File: src/rtl/rob_multiport_pkg.sv
// Reorder-buffer shared definitions: default depth exponent, entry-type encoding, static entry fields.
// Latency: none (declarations only).
// Backpressure: n/a. ROB_WB_BYPASS_EN, when defined, enables writeback bypass in rob_operand_lookup.
package rob_multiport_pkg;

    localparam int ROB_WIDTH_BIT = 4;
    localparam int ROB_TYPE      = 2;

    typedef enum logic [ROB_TYPE-1:0] {
        ROB_T_RD    = 2'd0,
        ROB_T_ST    = 2'd1,
        ROB_T_BR    = 2'd2,
        ROB_T_OTHER = 2'd3
    } rob_type_e;

    // Fields fixed at allocation; val/busy/done live separately because writeback touches them.
    typedef struct packed {
        rob_type_e   typ;
        logic [4:0]  rd;
        logic [31:0] pc;
        logic [31:0] pred_pc;
    } rob_meta_t;

endpackage

File: src/rtl/rob_operand_lookup.sv
// Operand query for one port: stored done/val of the queried entry, optional same-cycle writeback bypass.
// Latency: combinational.
// Backpressure: none. ROB_WB_BYPASS_EN selects the bypass path; default reads stored state only.
module rob_operand_lookup
    import rob_multiport_pkg::*;
#(
    parameter int ROB_SIZE_BIT = ROB_WIDTH_BIT,
    parameter int WB_PORTS     = 2
) (
    input  logic [ROB_SIZE_BIT-1:0]          q_id,
    input  logic [(1<<ROB_SIZE_BIT)-1:0]     done_vec,
    input  logic [31:0]                      val_arr [1<<ROB_SIZE_BIT],
    input  logic [WB_PORTS-1:0]              wb_hit,
    input  logic [WB_PORTS*ROB_SIZE_BIT-1:0] wb_id,
    input  logic [WB_PORTS*32-1:0]           wb_val,
    output logic                             q_ready,
    output logic [31:0]                      q_val
);

`ifdef ROB_WB_BYPASS_EN
    // Ascending scan so the highest-index matching port overrides.
    always_comb begin
        q_ready = done_vec[q_id];
        q_val   = val_arr[q_id];
        for (int k = 0; k < WB_PORTS; k++) begin
            if (wb_hit[k] && (wb_id[k*ROB_SIZE_BIT +: ROB_SIZE_BIT] == q_id)) begin
                q_ready = 1'b1;
                q_val   = wb_val[k*32 +: 32];
            end
        end
    end
`else
    assign q_ready = done_vec[q_id];
    assign q_val   = val_arr[q_id];

    logic unused_wb;
    assign unused_wb = ^{wb_hit, wb_id, wb_val};
`endif

endmodule

File: src/rtl/rob_multiport.sv
// Multi-writeback reorder buffer: in-order allocate, out-of-order complete, in-order retire with mispredict flush.
// Latency: alloc/writeback visible next cycle; commit outputs combinational from head; flush pulse registered.
// Backpressure: alloc_ready drops when full, flushing or !rdy_in; store commit waits on st_commit_ready. Option: ROB_WB_BYPASS_EN.
module rob_multiport
    import rob_multiport_pkg::*;
#(
    parameter int ROB_SIZE_BIT = ROB_WIDTH_BIT,
    parameter int WB_PORTS     = 2
) (
    input  logic                             clk_in,
    input  logic                             rst_in,
    input  logic                             rdy_in,
    input  logic                             alloc_valid,
    output logic                             alloc_ready,
    input  logic [1:0]                       alloc_type,
    input  logic [4:0]                       alloc_rd,
    input  logic                             alloc_done,
    input  logic [31:0]                      alloc_val,
    input  logic [31:0]                      alloc_pc,
    input  logic [31:0]                      alloc_pred_pc,
    output logic [ROB_SIZE_BIT-1:0]          alloc_id,
    input  logic [WB_PORTS-1:0]              wb_valid,
    input  logic [WB_PORTS*ROB_SIZE_BIT-1:0] wb_id,
    input  logic [WB_PORTS*32-1:0]           wb_val,
    output logic                             commit_valid,
    output logic [1:0]                       commit_type,
    output logic [4:0]                       commit_rd,
    output logic [31:0]                      commit_val,
    output logic [ROB_SIZE_BIT-1:0]          commit_id,
    input  logic                             st_commit_ready,
    input  logic [ROB_SIZE_BIT-1:0]          q1_id,
    output logic                             q1_ready,
    output logic [31:0]                      q1_val,
    input  logic [ROB_SIZE_BIT-1:0]          q2_id,
    output logic                             q2_ready,
    output logic [31:0]                      q2_val,
    output logic                             flush_out,
    output logic [31:0]                      flush_pc,
    output logic                             full,
    output logic                             empty,
    output logic [ROB_SIZE_BIT:0]            count
);

    localparam int                D     = 1 << ROB_SIZE_BIT;
    localparam logic [ROB_SIZE_BIT:0] DEPTH = (ROB_SIZE_BIT+1)'(D);

    logic [D-1:0]            busy;
    logic [D-1:0]            done;
    rob_meta_t               meta [D];
    logic [31:0]             val  [D];
    logic [ROB_SIZE_BIT-1:0] head;
    logic [ROB_SIZE_BIT-1:0] tail;

    logic [ROB_SIZE_BIT-1:0] wb_id_a  [WB_PORTS];
    logic [31:0]             wb_val_a [WB_PORTS];
    logic [WB_PORTS-1:0]     wb_hit;
    rob_meta_t               head_meta;
    logic                    alloc_fire;
    logic                    mispredict;

    // Writebacks only land on live entries and never during the flush cycle.
    always_comb begin
        for (int k = 0; k < WB_PORTS; k++) begin
            wb_id_a[k]  = wb_id[k*ROB_SIZE_BIT +: ROB_SIZE_BIT];
            wb_val_a[k] = wb_val[k*32 +: 32];
            wb_hit[k]   = rdy_in && !flush_out && wb_valid[k] && busy[wb_id_a[k]];
        end
    end

    assign head_meta    = meta[head];
    assign alloc_ready  = rdy_in && !flush_out && (count < DEPTH);
    assign alloc_fire   = alloc_valid && alloc_ready;
    assign commit_valid = rdy_in && busy[head] && done[head]
                          && ((head_meta.typ != ROB_T_ST) || st_commit_ready);
    assign mispredict   = commit_valid && (head_meta.typ == ROB_T_BR)
                          && (val[head] != head_meta.pred_pc);

    assign commit_type = head_meta.typ;
    assign commit_rd   = head_meta.rd;
    assign commit_val  = val[head];
    assign commit_id   = head;
    assign alloc_id    = tail;
    assign full        = (count == DEPTH);
    assign empty       = (count == '0);

    logic unused_pc;
    assign unused_pc = ^head_meta.pc;

    always_ff @(posedge clk_in or negedge rst_in) begin
        if (!rst_in) begin
            busy      <= '0;
            done      <= '0;
            head      <= '0;
            tail      <= '0;
            count     <= '0;
            flush_out <= 1'b0;
            flush_pc  <= '0;
            for (int i = 0; i < D; i++) begin
                meta[i] <= '0;
                val[i]  <= '0;
            end
        end else begin
            flush_out <= 1'b0;
            if (mispredict) begin
                // Same-cycle allocation is dropped along with everything younger.
                busy      <= '0;
                done      <= '0;
                head      <= '0;
                tail      <= '0;
                count     <= '0;
                flush_out <= 1'b1;
                flush_pc  <= val[head];
            end else if (rdy_in) begin
                for (int k = 0; k < WB_PORTS; k++) begin
                    if (wb_hit[k]) begin
                        done[wb_id_a[k]] <= 1'b1;
                        val[wb_id_a[k]]  <= wb_val_a[k];
                    end
                end
                if (commit_valid) begin
                    busy[head] <= 1'b0;
                    head       <= head + 1'b1;
                end
                if (alloc_fire) begin
                    busy[tail] <= 1'b1;
                    done[tail] <= alloc_done;
                    val[tail]  <= alloc_val;
                    meta[tail] <= '{typ: rob_type_e'(alloc_type), rd: alloc_rd,
                                    pc: alloc_pc, pred_pc: alloc_pred_pc};
                    tail       <= tail + 1'b1;
                end
                count <= count + (ROB_SIZE_BIT+1)'(alloc_fire) - (ROB_SIZE_BIT+1)'(commit_valid);
            end
        end
    end

    rob_operand_lookup #(.ROB_SIZE_BIT(ROB_SIZE_BIT), .WB_PORTS(WB_PORTS)) u_q1 (
        .q_id(q1_id), .done_vec(done), .val_arr(val), .wb_hit(wb_hit),
        .wb_id(wb_id), .wb_val(wb_val), .q_ready(q1_ready), .q_val(q1_val)
    );

    rob_operand_lookup #(.ROB_SIZE_BIT(ROB_SIZE_BIT), .WB_PORTS(WB_PORTS)) u_q2 (
        .q_id(q2_id), .done_vec(done), .val_arr(val), .wb_hit(wb_hit),
        .wb_id(wb_id), .wb_val(wb_val), .q_ready(q2_ready), .q_val(q2_val)
    );

endmodule

File: config.mk
export PLATFORM = sky130hd
export DESIGN_NAME = rob_multiport
export DESIGN_NICKNAME = d
export VERILOG_FILES = /design/src/rtl/rob_multiport_pkg.sv /design/src/rtl/rob_operand_lookup.sv /design/src/rtl/rob_multiport.sv
export SDC_FILE = /design/constraint.sdc
export NUM_CORES = 2
export LEC_CHECK = 0
export CORE_ASPECT_RATIO = 1.4
export CORE_MARGIN = 8
export CORE_UTILIZATION = 52
export DETAILED_ROUTE_END_ITERATION = 8
export GPL_TIMING_DRIVEN = 0
export PLACE_DENSITY = 0.81
export SLEW_MARGIN = 10
export SYNTH_ARGS = -nofsm -noshare
export SYNTH_HDL_FRONTEND = slang
export SYNTH_SLANG_ARGS = --single-unit
export TNS_END_PERCENT = 50
File: constraint.sdc
create_clock -name clk_in -period 4.45 [get_ports clk_in]
set_input_delay 1.1125 -clock clk_in [delete_from_list [all_inputs] [get_ports clk_in]]
set_output_delay 1.1125 -clock clk_in [all_outputs]
set_load 0.01 [all_outputs]
==> parameters.txt, run 1 <==
Parameter                              Value

CTS
  CTS HTree Levels    4
  Clock tree root driver cell    sky130_fd_sc_hd__clkbuf_16
  CTS Buf Count    132
  Clock sink total    1214
  Maximum count of clock buffers along a single path    3

Placed design
  Dpl hpwl    345000 um
  Port-buffer cells    268
  GPL Wtd Cong    1.21
  Count of placed standard cells including taps    7952

GRT
  Number of global-route vias before repair    83346
  All-layer global routing usage    77.7%
  Global-route wire length before repair    811000 um
  Overflow left after global routing    355
  Largest net degree at the start of global routing    183

Floorplanning
  Number of ports placed on the die boundary    346
  Die width    329 um
  Initial core utilization    52.1%
  Vertical extent of the die    454 um
  # rows    161

Logic synthesis
  Gate Count Post-Synth    5840
  Adder and majority cell fraction of the synthesized area    0.274%
  Syn avg cell area    12.2 um2
  Synthesized-area fraction occupied by ao, oa, aoi and oai cells    17.5%
  Post-synth cell types    54
  Yosys Warn Count    0
  Dominant combinational cell family by area after synthesis    multiplexers
  Async S/R FF share, synth    100%
  Library cell occupying the most area in the post-synthesis netlist    sky130_fd_sc_hd__dfrtp_1
  Area fraction of the dominant cell type after synthesis    42.6%
  Portion of the post-synthesis area used by sequential elements    42.6%
  Synth Net Count    6046
  EDFF count, synth    0
  Synthesis-stage register bit count    1214
  Simple-Gate Fraction of Synth Area    4.94%
  Synthesized-area fraction occupied by xor and xnor cells    0.479%
  Mux contribution to synthesized area    29.9%
  Top post-synthesis cells by area    sky130_fd_sc_hd__dfrtp_1, sky130_fd_sc_hd__mux4_2, sky130_fd_sc_hd__mux2_2
  Post-synth top flop    sky130_fd_sc_hd__dfrtp_1
  Synthesized cell area    71300 um2

Status
  Fail Step    5_1_grt
  Run-stopping error    [ERROR GRT-0116] Global routing finished with congestion. Check the congestion regions in the DRC Viewer.
  Run status    stopped before the end
[per-layer routing]
layer | track usage (%) | GRT overflow
met4 | 74.6 | 180
met1 | 78.5 | 8
met3 | 67.9 | 18
met2 | 89.1 | 148
met5 | 42.3 | 1
[timing repair]
item                                    4_1_cts
gates resized for setup                    1086
hold buffers                                  0
gates cloned                                  3
pin swaps                                    31
buffers inserted                             90
endpoints found under the setup margin     1320
[Yosys cell counts (14+ instances only)]
library cell and count:
sky130_fd_sc_hd__o311ai_0 209, sky130_fd_sc_hd__ha_1 14, sky130_fd_sc_hd__mux4_2 634, sky130_fd_sc_hd__nand2_1 604, sky130_fd_sc_hd__xor2_1 36, sky130_fd_sc_hd__dfrtp_1 1214, sky130_fd_sc_hd__and2_1 18, sky130_fd_sc_hd__buf_1 97
sky130_fd_sc_hd__o22a_1 40, sky130_fd_sc_hd__buf_2 88, sky130_fd_sc_hd__o22ai_1 22, sky130_fd_sc_hd__inv_1 15, sky130_fd_sc_hd__a21oi_1 110, sky130_fd_sc_hd__mux2_2 504, sky130_fd_sc_hd__o31ai_1 25, sky130_fd_sc_hd__a22o_1 211
sky130_fd_sc_hd__o2bb2ai_1 285, sky130_fd_sc_hd__clkbuf_1 511, sky130_fd_sc_hd__o21ai_0 444, sky130_fd_sc_hd__nor3_1 40, sky130_fd_sc_hd__nor2_1 101, sky130_fd_sc_hd__mux2_1 120, sky130_fd_sc_hd__buf_4 18, sky130_fd_sc_hd__a222oi_1 29
sky130_fd_sc_hd__nand3_1 23, sky130_fd_sc_hd__a22oi_1 310
[per-stage QoR]
step                hold WS, ns  cell area (um2)  worst slack, ns  util, %
global placement          0.461            76200           -53.10     55.7
floorplan                 0.452            71300           0.0551        -
CTS                       0.141            86400           -0.193     63.2
detailed placement        0.470            77600            -3.27     56.7
[logic make-up after synthesis]
kind of cell / after synthesis
buffers and inverters: 744
AND/OR/NAND/NOR: 855
flip-flops: 1214
multiplexers: 1261
AO/OA/AOI/OAI: 1712
adder cells (fa/ha/maj): 15
XOR/XNOR: 39
==> run 2, diff against run 1 <==
- CORE_ASPECT_RATIO: 1.4 -> not set
- CORE_UTILIZATION: 52 -> 37
- PLACE_DENSITY: 0.81 -> not set
- PLACE_DENSITY_LB_ADDON: not set -> 0.15
- clock period: 4.45 -> 5.8 ns (I/O delays scaled with it)
==> run 2 against run 1 <==
The flow now finishes, with violations (DRC, capacitance limit, slew limit, setup timing). Area after synthesis stayed put. Synthesized cell count stayed put.
==> parameters.txt, run 2 <==
Parameter                              Value

Status
  Run status    finished, violations left
  Violations in the final reports    DRC, capacitance limit, slew limit, setup timing

Placed design
  GPL Wtd Cong    1.13 (-7.2%)
  Count of placed standard cells including taps    8657 (+8.9%)
  Pre-CTS setup slack    -2.60 ns (+0.668 ns)
  Dpl hpwl    322000 um (-6.9%)
  Port-buffer cells    268 (unchanged)

STA
  Timing-limited maximum frequency    165 MHz
  Slew at the pin closest to its max-slew limit    1.52 ns
  Pins over their slew limit    23
  Post-route fraction of the period consumed by the critical path    105%
  RSZ-0062 raised after global routing    yes
  Count of endpoints failing hold in the final timing report    0
  Worst slew margin    -1.63%
  Setup TNS    -67.99 ns
  Hold WS    0.476 ns
  Min cycle time layout    6.07 ns
  Worst Slack Setup Final    -0.275 ns
  Total setup violations reported at the end of the flow    750
  Fin Clk Skew    0.0529 ns

Logic synthesis
  Library cell occupying the most area in the post-synthesis netlist    sky130_fd_sc_hd__dfrtp_1
  Synthesis-stage register bit count    1214 (unchanged)
  Gate Count Post-Synth    5840 (unchanged)
  Post-synth cell types    54 (unchanged)
  Synthesized cell area    71300 um2 (unchanged)
  Top post-synthesis cells by area    sky130_fd_sc_hd__dfrtp_1, sky130_fd_sc_hd__mux4_2, sky130_fd_sc_hd__mux2_2
  Area fraction of the dominant cell type after synthesis    42.6% (unchanged)
  Portion of the post-synthesis area used by sequential elements    42.6% (unchanged)
  Async S/R FF share, synth    100% (unchanged)
  Post-synth top flop    sky130_fd_sc_hd__dfrtp_1
  Most frequently used cell type in the post-synthesis netlist    sky130_fd_sc_hd__dfrtp_1
  Yosys Warn Count    0 (unchanged)
  Synth Net Count    6046 (unchanged)
  EDFF count, synth    0 (unchanged)
  Most frequent cells after synthesis    sky130_fd_sc_hd__dfrtp_1, sky130_fd_sc_hd__mux4_2, sky130_fd_sc_hd__nand2_1, sky130_fd_sc_hd__clkbuf_1, sky130_fd_sc_hd__mux2_2
  Syn avg cell area    12.2 um2 (unchanged)

GRT
  Overflow left after global routing    0
  Number of antenna violations at the first check in global routing    44
  Number of global-route vias before repair    63864
  Global-route wire length before repair    584000 um
  Largest net degree at the start of global routing    159
  All-layer global routing usage    41.7%

Min path
  Min-delay src    flush_pc[17]$_DFFE_PN0N_
  Number of cells on the worst hold path    2
  Hold Crit Endpoint    flush_pc[17]$_DFFE_PN0N_
  Min-Delay Path Class    reg -> reg

Pwr
  Leak    34.0 nW
  Power per unit of standard cell area    487 nW/um2
  Worst IR drop on VDD    366 uV
  Total power draw    0.0409 W

Job
  Max capacitance violation total    4

Floorplanning
  Initial core utilization    37.1% (-15 points)
  Die Area    207000 um2
  Number of ports placed on the die boundary    346 (unchanged)
  # rows    161 (unchanged)
  Placeable core area    192000 um2
  Die width    455 um (+38%)
  Vertical extent of the die    455 um (+0.19%)

CTS
  Maximum count of clock buffers along a single path    3 (unchanged)
  Clock transition time at the flip-flop clock pins of the worst setup and hold paths    0.06 ns
  CTS HTree Levels    4 (unchanged)
  Clock sink total    1214 (unchanged)
  CTS Buf Count    150 (+14%)
  Clock latency of the later-clocked register in the worst-skew pair    0.88 ns
  Clock tree root driver cell    sky130_fd_sc_hd__clkbuf_16
  TritonCTS clock tree    yes

Detailed routing
  Routed via count divided by cell count    7.38
  Wire length per cell after detailed routing    49.1 um
  Count of TritonRoute iterations in the first routing pass    9
  Residual antenna-violating net count after detailed routing    0
  Violation count after the first detailed-routing iteration    11353
  Number of DRC violations after detailed routing    13
  Final WL    441000 um
  Routed via count    66279

Critical path
  Worst reg2reg setup slack    -0.27 ns
  Crit end category    flip-flop
  Category of the worst setup path launch point    flip-flop
  Start of the worst register-to-register path    commit_id[1]$_DFFE_PN0P_
  Crit path max fanout    10
  Destination of the worst register-to-register timing path    val[17]$_DFFE_PN0P_
  Cell count of the worst reg-to-reg path    15
  Worst path required time    6.52 ns
  Arrival time at the worst endpoint    6.79 ns
  Start-to-end type of the worst setup path    reg -> reg

Cells and area
  Most frequent cells in the layout    sky130_fd_sc_hd__dfrtp_1, sky130_fd_sc_hd__mux4_2, sky130_fd_sc_hd__nand2_1
  Storage element area    30400 um2
  Max reg flops    624
  Layout Area Growth over Synthesis    17.8%
  Most frequent standard cell in the layout excluding fill and tap cells    sky130_fd_sc_hd__dfrtp_1
  Registers with the highest flip-flop counts    meta: 624 flops, val: 512 flops, flush_pc: 32 flops
  Number of non-filler instances in the completed layout    8975
  Area of the multi-input gates    38200 um2
  Final net count    6493
  Share of post-route cells with drive strength above 1    27.8%
  Filler cell count in the final layout    18035
  Register containing the most flip-flops in the final layout    meta
run 2: cell counts after synthesis:
No cell type changed its count.
run 2: final cells by class:
cell class,count,area share [%]
multi-input combinational,3882,45.5
sequential,1214,36.2
clock buffer,229,5.30
buffer,723,4.43
timing repair buffer,299,3.92
tap,2526,3.76
clock inverter,44,0.759
antenna,41,0.122
inverter,17,0.0759
run 2: what timing repair did:
| item | in CTS | in global routing |
|---|---|---|
| setup buffers | 2 | 6 |
| resized for setup | 335 | 118 |
| hold buffers | 0 | 0 |
| pin swaps | 3 | 10 |
| endpoints found under the hold margin | 0 | 0 |
| endpoints found under the setup margin | 1320 | 1267 |
run 2: cells by family (layout without fill, tap and decap cells):
| family | Yosys count | in the layout | synth area share, % |
|---|---|---|---|
| AOI/OAI and AO/OA | 1712 | 1712 | 17.5 |
| other | 0 | 41 | 0 |
| adders and majority gates | 15 | 15 | 0.274 |
| and+or+nand+nor | 855 | 855 | 4.94 |
| buffers and inverters | 744 | 1312 | 4.30 |
| muxes | 1261 | 1261 | 29.9 |
| DFF | 1214 | 1214 | 42.6 |
| xor gates and xnor gates | 39 | 39 | 0.479 |
run 2: metrics by stage:
stage / area (um2) / util [%]
detailed placement: 77800 / 40.5
CTS: 83700 / 43.6
global placement: 77100 / 40.2
finish: 84000 / 43.8
global route: 83900 / 43.7
floorplan: 71300 / -
run 2: worst max path at each step:
| stage | startpoint | endpoint | slack [ns] | depth (start not counted) |
|---|---|---|---|---|
| global route | commit_id[0]$_DFFE_PN0P_ | commit_valid | -0.09 | 7 |
| finish | commit_id[1]$_DFFE_PN0P_ | val[17]$_DFFE_PN0P_ | -0.27 | 15 |
| CTS | commit_id[0]$_DFFE_PN0P_ | commit_valid | -0.06 | 7 |
| global placement | rst_in | meta[19]$_DFFE_PN0P_ | -55.64 | 1 |
| detailed placement | commit_id[0]$_DFFE_PN0P_ | val[376]$_DFFE_PN0P_ | -2.60 | 15 |
| floorplan | q1_id[0] | q1_ready | 0.73 | 5 |
run 2: metal layers:
metal	part of all wire (%)	up-vias	GRT usage, %
met4	12	24	38.2
li1	-	23987	-
met1	34	34120	48.3
met3	14	1979	20.1
met2	40	6169	56.4
met5	0.11	-	1.24
run 2: where the power goes:
group	switching [W]	total, W	internal (W)
Clock	0.00430	0.00996	0.00566
Sequential	0.00180	0.0122	0.0104
Combinational	0.0117	0.0187	0.00697
Total	0.0178	0.0409	0.0231
run 2: critical path: stages (launching register included):
cell and delay [ns]:
sky130_fd_sc_hd__dfrtp_1 0.45, sky130_fd_sc_hd__buf_6 0.27, sky130_fd_sc_hd__clkbuf_4 0.32, sky130_fd_sc_hd__buf_6 0.39, sky130_fd_sc_hd__mux4_2 0.47, sky130_fd_sc_hd__a22oi_1 0.41
sky130_fd_sc_hd__nand2_2 0.46, sky130_fd_sc_hd__xor2_1 0.35, sky130_fd_sc_hd__nor4_1 0.32, sky130_fd_sc_hd__nand4_1 0.36, sky130_fd_sc_hd__o21ai_4 0.33, sky130_fd_sc_hd__buf_12 0.18
sky130_fd_sc_hd__buf_4 0.18, sky130_fd_sc_hd__nand2_1 0.27, sky130_fd_sc_hd__clkbuf_1 0.62, sky130_fd_sc_hd__a22o_1 0.44
(Power assumes the default switching activity.)
